==> config.mk <==
export PLATFORM = sky130hd
export DESIGN_NAME = pipe_mem_access_flat
export DESIGN_NICKNAME = d
export VERILOG_FILES = /design/src/rtl/pipe_mem_access_if.sv /design/src/rtl/pipe_mem_access.sv /design/src/flat_wrapper.sv
export SDC_FILE = /design/constraint.sdc
export NUM_CORES = 1
export LEC_CHECK = 0
export CAP_MARGIN = 25
export CORE_ASPECT_RATIO = 1.4
export CORE_MARGIN = 2
export CORE_UTILIZATION = 40
export CTS_CLUSTER_SIZE = 25
export DETAILED_ROUTE_END_ITERATION = 8
export GPL_TIMING_DRIVEN = 1
export PLACE_DENSITY = 0.71
export SYNTH_ARGS = -nofsm -noshare
export SYNTH_HDL_FRONTEND = slang
export SYNTH_SLANG_ARGS = --single-unit
export TNS_END_PERCENT = 1
==> constraint.sdc <==
create_clock -name clock -period 5.05 [get_ports clock]
set_input_delay 1.01 -clock clock [delete_from_list [all_inputs] [get_ports clock]]
set_output_delay 1.01 -clock clock [all_outputs]
set_load 0.05 [all_outputs]
==> src/rtl/pipe_mem_access_if.sv <==
// -----------------------------------------------------------------------------
// pipe_mem_access_if
//   Request/acknowledge data-memory bus between the MEM pipeline stage
//   (master) and the data memory (slave).
//
//   req    master->slave  access request, held until the ack cycle inclusive
//   we     master->slave  1 = write, 0 = read
//   be     master->slave  byte enables, little-endian lanes
//   addr   master->slave  word-aligned byte address
//   wdata  master->slave  store data, replicated across the active lanes
//   rdata  slave->master  read data, valid together with ack
//   ack    slave->master  access complete
// -----------------------------------------------------------------------------
interface pipe_mem_access_if;
  logic        req;
  logic        we;
  logic [3:0]  be;
  logic [31:0] addr;
  logic [31:0] wdata;
  logic [31:0] rdata;
  logic        ack;

  modport master (
    output req, we, be, addr, wdata,
    input  rdata, ack
  );

  modport slave (
    input  req, we, be, addr, wdata,
    output rdata, ack
  );
endinterface

==> src/rtl/pipe_mem_access.sv <==
// -----------------------------------------------------------------------------
// pipe_mem_access
//   MEM stage of the 5-stage pipeline. Takes the EXE results, performs sized,
//   aligned loads and stores over a req/ack data-memory bus, stalls upstream
//   while an access is outstanding and presents one MEM/WB result per
//   accepted instruction.
//
//   Parameter
//     TIMEOUT   cycles in BUSY without ack before the access is aborted
//               (0 = wait forever)
//
//   Ports
//     clock, resetn            rising-edge clock, async active-low reset
//     e_valid                  EXE result valid
//     e_w / e_h / e_b          access size (w > h > b, none = word)
//     e_z                      zero-extend load (lbu/lhu)
//     e_rmem / e_wmem          load / store (both set = store)
//     e_wreg, wa_e             register write enable / address
//     wd                       ALU result or effective address
//     e_st                     store data
//     stall                    upstream must hold EXE outputs
//     dm                       data-memory bus (master side)
//     m_valid                  one-cycle pulse per retired instruction
//     m_wreg, m_wa, m_wd       writeback enable / address / data
//     misalign                 one-cycle pulse: misaligned access suppressed
//     bus_err                  one-cycle pulse: access aborted on timeout
// -----------------------------------------------------------------------------
module pipe_mem_access #(
  parameter int unsigned TIMEOUT = 255
) (
  input  logic              clock,
  input  logic              resetn,
  input  logic              e_valid,
  input  logic              e_w,
  input  logic              e_h,
  input  logic              e_b,
  input  logic              e_z,
  input  logic              e_rmem,
  input  logic              e_wmem,
  input  logic              e_wreg,
  input  logic [4:0]        wa_e,
  input  logic [31:0]       wd,
  input  logic [31:0]       e_st,
  output logic              stall,
  pipe_mem_access_if.master dm,
  output logic              m_valid,
  output logic              m_wreg,
  output logic [4:0]        m_wa,
  output logic [31:0]       m_wd,
  output logic              misalign,
  output logic              bus_err
);

  localparam int unsigned CNT_W = (TIMEOUT > 1) ? $clog2(TIMEOUT + 1) : 1;

  typedef enum logic {
    IDLE = 1'b0,
    BUSY = 1'b1
  } state_t;

  typedef enum logic [1:0] {
    SZ_B = 2'd0,
    SZ_H = 2'd1,
    SZ_W = 2'd2
  } size_t;

  // Everything about the outstanding access, frozen at acceptance so the bus
  // stays stable while upstream is free to change under stall.
  typedef struct packed {
    logic        we;
    logic        load;
    logic        z;
    size_t       size;
    logic        wreg;
    logic [4:0]  wa;
    logic [31:0] wd;
    logic [3:0]  be;
    logic [31:0] wdata;
  } access_t;

  state_t             state_q, state_d;
  access_t            acc;
  logic [CNT_W-1:0]   tmo_cnt;

  // EXE-side decode
  size_t              e_size;
  logic               mem_op;
  logic               misal;
  logic [3:0]         e_be;
  logic [31:0]        e_wdata;

  // FSM events
  logic               accept;
  logic               go_busy;
  logic               done_ack;
  logic               abort;
  logic               tmo_hit;

  logic [31:0]        load_data;

  // ---------------------------------------------------------------------------
  // EXE decode: access size, alignment and store lane placement
  // ---------------------------------------------------------------------------
  always_comb begin
    // NOTE: every combinational output gets a default before any branch, so
    // no path leaves it unassigned and no latch is inferred.
    e_size  = SZ_W;
    e_be    = 4'b1111;
    e_wdata = e_st;

    if (e_w)      e_size = SZ_W;
    else if (e_h) e_size = SZ_H;
    else if (e_b) e_size = SZ_B;

    mem_op = e_rmem | e_wmem;
    misal  = ((e_size == SZ_H) && wd[0]) ||
             ((e_size == SZ_W) && (wd[1:0] != 2'b00));

    case (e_size)
      SZ_B: begin
        e_be    = 4'b0001 << wd[1:0];
        e_wdata = {4{e_st[7:0]}};
      end
      SZ_H: begin
        e_be    = wd[1] ? 4'b1100 : 4'b0011;
        e_wdata = {2{e_st[15:0]}};
      end
      default: begin
        e_be    = 4'b1111;
        e_wdata = e_st;
      end
    endcase
  end

  // Counter value at which the next silent BUSY cycle would reach TIMEOUT.
  assign tmo_hit = (TIMEOUT != 0) && (32'(tmo_cnt) == TIMEOUT - 32'd1);

  // ---------------------------------------------------------------------------
  // FSM: state register
  // ---------------------------------------------------------------------------
  always_ff @(posedge clock or negedge resetn) begin
    if (!resetn) state_q <= IDLE;
    else         state_q <= state_d;
  end

  // ---------------------------------------------------------------------------
  // FSM: next state and transition events
  // ---------------------------------------------------------------------------
  always_comb begin
    state_d  = state_q;
    accept   = 1'b0;
    go_busy  = 1'b0;
    done_ack = 1'b0;
    abort    = 1'b0;

    case (state_q)
      IDLE: begin
        if (e_valid) begin
          accept = 1'b1;
          // Misaligned accesses retire immediately without touching the bus.
          if (mem_op && !misal) begin
            go_busy = 1'b1;
            state_d = BUSY;
          end
        end
      end
      BUSY: begin
        // An ack arriving in the timeout cycle still completes the access.
        if (dm.ack) begin
          done_ack = 1'b1;
          state_d  = IDLE;
        end else if (tmo_hit) begin
          abort   = 1'b1;
          state_d = IDLE;
        end
      end
      default: state_d = IDLE;
    endcase
  end

  // ---------------------------------------------------------------------------
  // FSM: outputs. The bus is driven from the state flop and the captured
  // access, so it is glitch-free and drops the moment reset asserts.
  // ---------------------------------------------------------------------------
  always_comb begin
    stall    = (state_q == BUSY);
    dm.req   = (state_q == BUSY);
    dm.we    = (state_q == BUSY) & acc.we;
    dm.be    = (state_q == BUSY) ? acc.be    : 4'b0000;
    dm.addr  = (state_q == BUSY) ? {acc.wd[31:2], 2'b00} : 32'd0;
    dm.wdata = (state_q == BUSY) ? acc.wdata : 32'd0;

    // Load formatting: pick the addressed lane and extend to 32 bits.
    load_data = dm.rdata;
    case (acc.size)
      SZ_B: begin
        load_data[7:0]  = dm.rdata[{acc.wd[1:0], 3'b000} +: 8];
        load_data[31:8] = {24{~acc.z & load_data[7]}};
      end
      SZ_H: begin
        load_data[15:0]  = dm.rdata[{acc.wd[1], 4'b0000} +: 16];
        load_data[31:16] = {16{~acc.z & load_data[15]}};
      end
      default: load_data = dm.rdata;
    endcase
  end

  // ---------------------------------------------------------------------------
  // Access capture, timeout counter and MEM/WB result register
  // ---------------------------------------------------------------------------
  always_ff @(posedge clock or negedge resetn) begin
    // NOTE: sequential state uses non-blocking assignments only, so every
    // flop samples the pre-edge values regardless of statement order.
    if (!resetn) begin
      acc      <= '0;
      tmo_cnt  <= '0;
      m_valid  <= 1'b0;
      m_wreg   <= 1'b0;
      m_wa     <= 5'd0;
      m_wd     <= 32'd0;
      misalign <= 1'b0;
      bus_err  <= 1'b0;
    end else begin
      // Pulses default low; the branches below raise them for one cycle.
      m_valid  <= 1'b0;
      m_wreg   <= 1'b0;
      misalign <= 1'b0;
      bus_err  <= 1'b0;

      if (go_busy) begin
        acc.we    <= e_wmem;
        acc.load  <= e_rmem & ~e_wmem;
        acc.z     <= e_z;
        acc.size  <= e_size;
        acc.wreg  <= e_wreg;
        acc.wa    <= wa_e;
        acc.wd    <= wd;
        acc.be    <= e_be;
        acc.wdata <= e_wdata;
        tmo_cnt   <= '0;
      end else if ((state_q == BUSY) && !dm.ack) begin
        tmo_cnt   <= tmo_cnt + CNT_W'(1);
      end

      // Retire without a bus access: plain ALU result or misaligned access.
      if (accept && !go_busy) begin
        m_valid  <= 1'b1;
        m_wreg   <= mem_op ? 1'b0 : e_wreg;
        misalign <= mem_op;
        m_wa     <= wa_e;
        m_wd     <= wd;
      end

      if (done_ack) begin
        m_valid <= 1'b1;
        m_wreg  <= acc.load & acc.wreg;
        m_wa    <= acc.wa;
        m_wd    <= acc.load ? load_data : acc.wd;
      end

      if (abort) begin
        m_valid <= 1'b1;
        bus_err <= 1'b1;
        m_wa    <= acc.wa;
        m_wd    <= acc.wd;
      end
    end
  end

endmodule
==> src/flat_wrapper.sv <==
// flat-port wrapper written by rule: the top's interface ports become plain ports
module pipe_mem_access_flat 
#(
  parameter int unsigned TIMEOUT = 255
)
  (clock, resetn, e_valid, e_w, e_h, e_b, e_z, e_rmem, e_wmem, e_wreg, wa_e, wd, e_st, stall, m_valid, m_wreg, m_wa, m_wd, misalign, bus_err, dm_req, dm_we, dm_be, dm_addr, dm_wdata, dm_rdata, dm_ack);
  pipe_mem_access_if dm_i ();
  input  logic clock;
  input  logic resetn;
  input  logic e_valid;
  input  logic e_w;
  input  logic e_h;
  input  logic e_b;
  input  logic e_z;
  input  logic e_rmem;
  input  logic e_wmem;
  input  logic e_wreg;
  input  logic [4:0] wa_e;
  input  logic [31:0] wd;
  input  logic [31:0] e_st;
  output logic stall;
  output logic m_valid;
  output logic m_wreg;
  output logic [4:0] m_wa;
  output logic [31:0] m_wd;
  output logic misalign;
  output logic bus_err;
  output wire logic [$bits(dm_i.req)-1:0] dm_req;
  output wire logic [$bits(dm_i.we)-1:0] dm_we;
  output wire logic [$bits(dm_i.be)-1:0] dm_be;
  output wire logic [$bits(dm_i.addr)-1:0] dm_addr;
  output wire logic [$bits(dm_i.wdata)-1:0] dm_wdata;
  input wire logic [$bits(dm_i.rdata)-1:0] dm_rdata;
  input wire logic [$bits(dm_i.ack)-1:0] dm_ack;
  assign dm_req = dm_i.req;
  assign dm_we = dm_i.we;
  assign dm_be = dm_i.be;
  assign dm_addr = dm_i.addr;
  assign dm_wdata = dm_i.wdata;
  assign dm_i.rdata = dm_rdata;
  assign dm_i.ack = dm_ack;
  pipe_mem_access #(.TIMEOUT(TIMEOUT)) u_core (.clock(clock), .resetn(resetn), .e_valid(e_valid), .e_w(e_w), .e_h(e_h), .e_b(e_b), .e_z(e_z), .e_rmem(e_rmem), .e_wmem(e_wmem), .e_wreg(e_wreg), .wa_e(wa_e), .wd(wd), .e_st(e_st), .stall(stall), .dm(dm_i), .m_valid(m_valid), .m_wreg(m_wreg), .m_wa(m_wa), .m_wd(m_wd), .misalign(misalign), .bus_err(bus_err));
endmodule
=== Yosys cells after proc, flatten, opt, wreduce, memory -nomap -nowiden ===
Index checks and enable logic that the tools add are counted.

* Input bits: 112
* Flip-flop bits (word level): 129

* Reduce and logical (&&, ||, !) cells: 14
* Mux-type cells: 40
* Add/sub/neg operators: 1
* Shift-type cells: 3
* Equal/unequal tests: 4
* Bitwise operators: 9

{| class="wikitable"
|+ Operator list
! operator !! count
|-
| 32-bit two-way mux || 6
|-
| 32-bit case mux with 2 select lines || 2
|-
| 32-bit by 6-bit variable part select with 16-bit output || 1
|-
| 32-bit by 6-bit variable part select with 8-bit output || 1
|-
| 1-bit two-way mux || 20
|-
| 8-bit two-way mux || 2
|-
| 5-bit two-way mux || 3
|-
| 8-bit by 1-bit adder with 8-bit output (second input constant) || 1
|-
| 8-bit == test (second input constant) || 1
|-
| 4-bit two-way mux || 2
|-
| 4-bit case mux with 2 select lines || 1
|-
| 2-bit two-way mux || 3
|-
| 1-bit AND || 5
|-
| 1-bit logical AND || 5
|-
| 2-bit by 1-bit == test with 1-bit output (second input constant) || 2
|-
| 2-bit zero test || 2
|-
| 2-bit nonzero test || 2
|-
| 1-bit by 2-bit left shift with 4-bit output (first input constant) || 1
|-
| 1-bit zero test || 3
|-
| 1-bit NOT || 3
|-
| 3-bit nonzero test || 1
|-
| 2-bit == test (second input constant) || 1
|-
| 1-bit case mux with 2 select lines || 1
|-
| 1-bit logical OR || 1
|-
| 1-bit OR || 1
|}

=== Depth between registers and ports, before layout ===
* Depth in word-level cells: 16
* Depth in mapped cells: 8

=== Worst setup path before layout ===
OpenSTA, ideal clock, no wires.

* Kind: reg-to-output
* From: register u_core.state_q, in the netlist u_core.dm.req
* To: output dm_addr[10]
* Setup slack: 2.234 ns
* Arrival: 1.806 ns
* Stages on the path, launching flop included: 5
* Required time: 4.040 ns
* Path through: dfrtp_1 buf_2 clkbuf_1 clkbuf_1 and2_1

* Cells in the longest elaborated chain, start to end: 1

{| class="wikitable"
|+ Ends and longest elaborated chain
! what !! line !! text
|-
| start, declared || pipe_mem_access.sv:81 || <nowiki>state_t state_q, state_d;</nowiki>
|-
| start signal, assigned || pipe_mem_access.sv:143 || <nowiki>else state_q <= state_d;</nowiki>
|-
| 32-bit two-way mux || pipe_mem_access.sv:190 || <nowiki>dm.addr = (state_q == BUSY) ? {acc.wd[31:2], 2'b00} : 32'd0;</nowiki>
|-
| end, declared || flat_wrapper.sv:31 || <nowiki>output wire logic [$bits(dm_i.addr)-1:0] dm_addr;</nowiki>
|}

Every way passes these cells.

=== Worst setup path in the final report ===
* From: register u_core.state_q, in the netlist u_core.dm.req
* To: output dm_addr[2]

Same word-level chain as after synthesis.

==> summary.txt <==
Critical path
  – Critical R2R Capture: u_core.m_wd[28]$_DFFE_PN0P_
  – R2R depth: 5
  – Critical path capture point type: output port
  – Worst-path fanout max: 45
  – CP Launch Type: flip-flop
  – RR Startpoint: u_core.dm.req$_DFF_PN0_
  – FF-to-FF setup slack: ~2.1 ns
  – Worst setup path class: reg2out
  – Data arrival, critical path: between 2 and 3 ns
  – Worst EP required: 4.04 ns

STA
  – Setup TNS: 0 ns
  – Measured slew at the worst slew-check pin: 1.034 ns
  – Final min period: around 3.6 ns
  – RSZ-0062 raised after global routing: no
  – Fmax: between 200 and 300 MHz
  – Worst rel slew slack: between 30% and 40%
  – # setup viols final: 0
  – Max Slew Vio Count: 0
  – Fin. Hold Viols: 0
  – Clock skew: about 0.0083 ns
  – Fin crit share: a little under three quarters

Clock network
  – Worst-path clk slew: 0.05 ns
  – Post-cts hold buffer count: 0
  – Clock sinks: between 100 and 150
  – Clk Latency, worst-skew pair: ~0.42 ns
  – CTS max path bufs: 2
  – Post-CTS Resized: 0
  – H-tree levels: 4
  – CTS Buf Count: 17
  – Root buffer cell: clkbuf_16
  – CTS tree: built
  – Setup Buffers After CTS: 0

GRT
  – First-pass GRT wire length: between 30000 and 40000 µm
  – GRT Util Overall: between 20% and 30%
  – Largest net degree at the start of global routing: between 90 and 100
  – Initial antenna violation count: 0
  – Global-route congestion overflow total: 0
  – Number of global-route vias before repair: roughly 6600

Flow run
  – Max Cap Viol: 0

Finish
  – Core Util, Final: a little under three fifths
  – Most common cell after layout, fill and taps aside: clkdlybuf4s50_1
  – Layout area overhead: 40.66%
  – Non-Filler Instances: 1179
  – Number of fill cells: 1618
  – Most frequent cells in the layout: 220 x clkdlybuf4s50_1, 128 x dfrtp_1, 81 x nand2_1
  – Layout cells sized above 1: about an eighth
  – Final net count: about 1000

Synth
  – Post-synth EDFFs: 0
  – Largest area contributor in the netlist: dfrtp_1
  – Cell area after synthesis: approximately 7300 µm²
  – Yosys warns: 0
  – Library cells used by synthesis: 60
  – Area contributors post-synth: dfrtp_1 44%, mux2_4 9.8%, and2_1 5.9%, mux2i_1 5.7%, o21ai_0 4.6%
  – Synth Register Bits: 129
  – Asr flop ratio synth: 100.0%
  – Synth Instances: 730
  – Register area share after synthesis: 43.93%
  – Top cell type's share of synthesized area: 43.93%
  – Top FF cell, synth: dfrtp_1
  – Syn Area/Cell: about 10 µm²

Routing
  – DRC: 0
  – DRT iter0 DRCs: about 390
  – Remaining antenna violation count: 0
  – Avg WL per Cell: around 20 µm
  – Routed vias: approximately 6400
  – WL final: between 20000 and 25000 µm
  – First drt pass iteration count: 6
  – Vias per cell: ~5.4

Hold path
  – Hold Crit Start: u_core.acc[18]$_DFFE_PN0N_
  – Min-Delay Endpoint: u_core.acc[18]$_DFFE_PN0N_
  – Hold depth: 2
  – Worst hold-check path type: reg2reg

Power and ir drop
  – Pwr/cell area: between 400 and 500 nW/µm²
  – Leakage: ~4.3 nW
  – Clock group share of total power: between 20% and 30%
  – VDD IR max: 0.1933 mV
  – Sequential Power Share: between 30% and 40%
  – Logic pwr share: between 30 and 40%
  – Sw power: around 1.8 mW
  – Cell internal pwr: 2.982 mW
  – Sw Share: between 30% and 40%

Floorplanning
  – Die area: 19490 µm²
  – Core area: 18000 µm²
  – DIE HEIGHT: about 160 µm
  – Die width: around 120 µm
  – FP Rows: between 50 and 60
  – Ports: between 200 and 250
  – Initial Util: 40.83%

Placement
  – GP Congestion: 0.8701
  – DP HPWL: 16360 µm
  – Dpl cells: 1146
  – IO buf count: ~220

Run status
  – Status: finished, final reports clean
registers in the layout, summed over array words and instances (netlist names):
register	cells
u_core.misalign	1
u_core.m_wd	32
u_core.tmo_cnt	8
u_core.bus_err	1
u_core.m_wreg	1
u_core.acc	79
u_core.m_wa	5
u_core.dm.req	1
u_core.m_valid	1
area by class of cell:
cell class	count	area, µm²	share of cell area (%)
Sequential cell	129	3229	31.24
Inverter	5	18.77	0.1816
Multi-Input combinational cell	538	3782	36.59
Tap cell	240	300.3	2.905
Clock inverter	13	232.7	2.252
Antenna cell	1	2.502	0.02421
Timing Repair Buffer	234	2327	22.52
Clock buffer	19	442.9	4.285
worst max path at each step:
stage	start	to	slack (ns)	cells after the start
after floorplan	u_core.dm.req$_DFF_PN0_	dm_addr[10]	2.23	4
after global placement	e_h	u_core.m_wd[20]$_DFFE_PN0P_	1.58	6
after detailed placement	e_h	u_core.m_wd[21]$_DFFE_PN0P_	1.54	6
after CTS	u_core.dm.req$_DFF_PN0_	dm_be[0]	1.39	3
after global routing	u_core.dm.req$_DFF_PN0_	dm_be[3]	1.32	3
final	u_core.dm.req$_DFF_PN0_	dm_addr[2]	1.46	3
cell usage after synthesis, types with 11 or more instances:
master / count
a22oi_1: 16
clkbuf_1: 31
o22a_1: 14
a21oi_1: 31
o21ai_0: 68
and2_1: 69
nor2_1: 32
nor4_1: 18
mux2i_1: 42
nand2_1: 81
o21ai_1: 14
nor2b_1: 11
mux2_4: 48
dfrtp_1: 129
kinds of logic (layout without fill, tap and decap cells):
family | after synthesis | count (layout) | synth area share [%]
simple gates | 238 | 238 | 16.81
other cells | 1 | 3 | 0.05103
flops | 129 | 129 | 43.93
compound gates | 194 | 194 | 16.96
buf+inv | 64 | 271 | 4.785
fa+ha+maj | 2 | 2 | 0.3405
mux | 95 | 95 | 16.29
xor+xnor | 7 | 7 | 0.8343
stage by stage:
| step | power, mW | instance area (µm²) | setup slack, ns | hold slack, ns |
|---|---|---|---|---|
| floorplan | 2.699 | 7352 | 2.234 | 0.4424 |
| global placement | 3.310 | 9639 | 1.582 | 0.4534 |
| detailed placement | 3.339 | 9658 | 1.537 | 0.4625 |
| CTS | 4.765 | 10330 | 1.387 | 0.4750 |
| global route | 4.953 | 10330 | 1.321 | 0.4951 |
| finish | 4.748 | 10340 | 1.462 | 0.4710 |
power by group through the flow:
stage / Sequential [mW] / Clock (mW) / Combinational (mW)
floorplan: 1.81 / 0 / 0.893
global placement: 1.57 / 0 / 1.74
detailed placement: 1.57 / 0 / 1.76
CTS: 1.56 / 1.43 / 1.77
global route: 1.61 / 1.48 / 1.87
finish: 1.57 / 1.42 / 1.76
routing by layer:
metal | vias up | wire length [µm] | GRT usage [%]
met5 | - | 0 | 0
met4 | 0 | 671 | 9.957
met3 | 39 | 1526 | 5.836
met2 | 252 | 11540 | 40.33
met1 | 3135 | 9307 | 28.85
li1 | 2996 | - | -
critical path, stage by stage, from the launching register on:
cell and delay (ns):
dfrtp_2 0.84, buf_4 0.32, and2_1 0.18, clkdlybuf4s50_1 0.81
No activity file was read; power rests on OpenSTA's default activity.
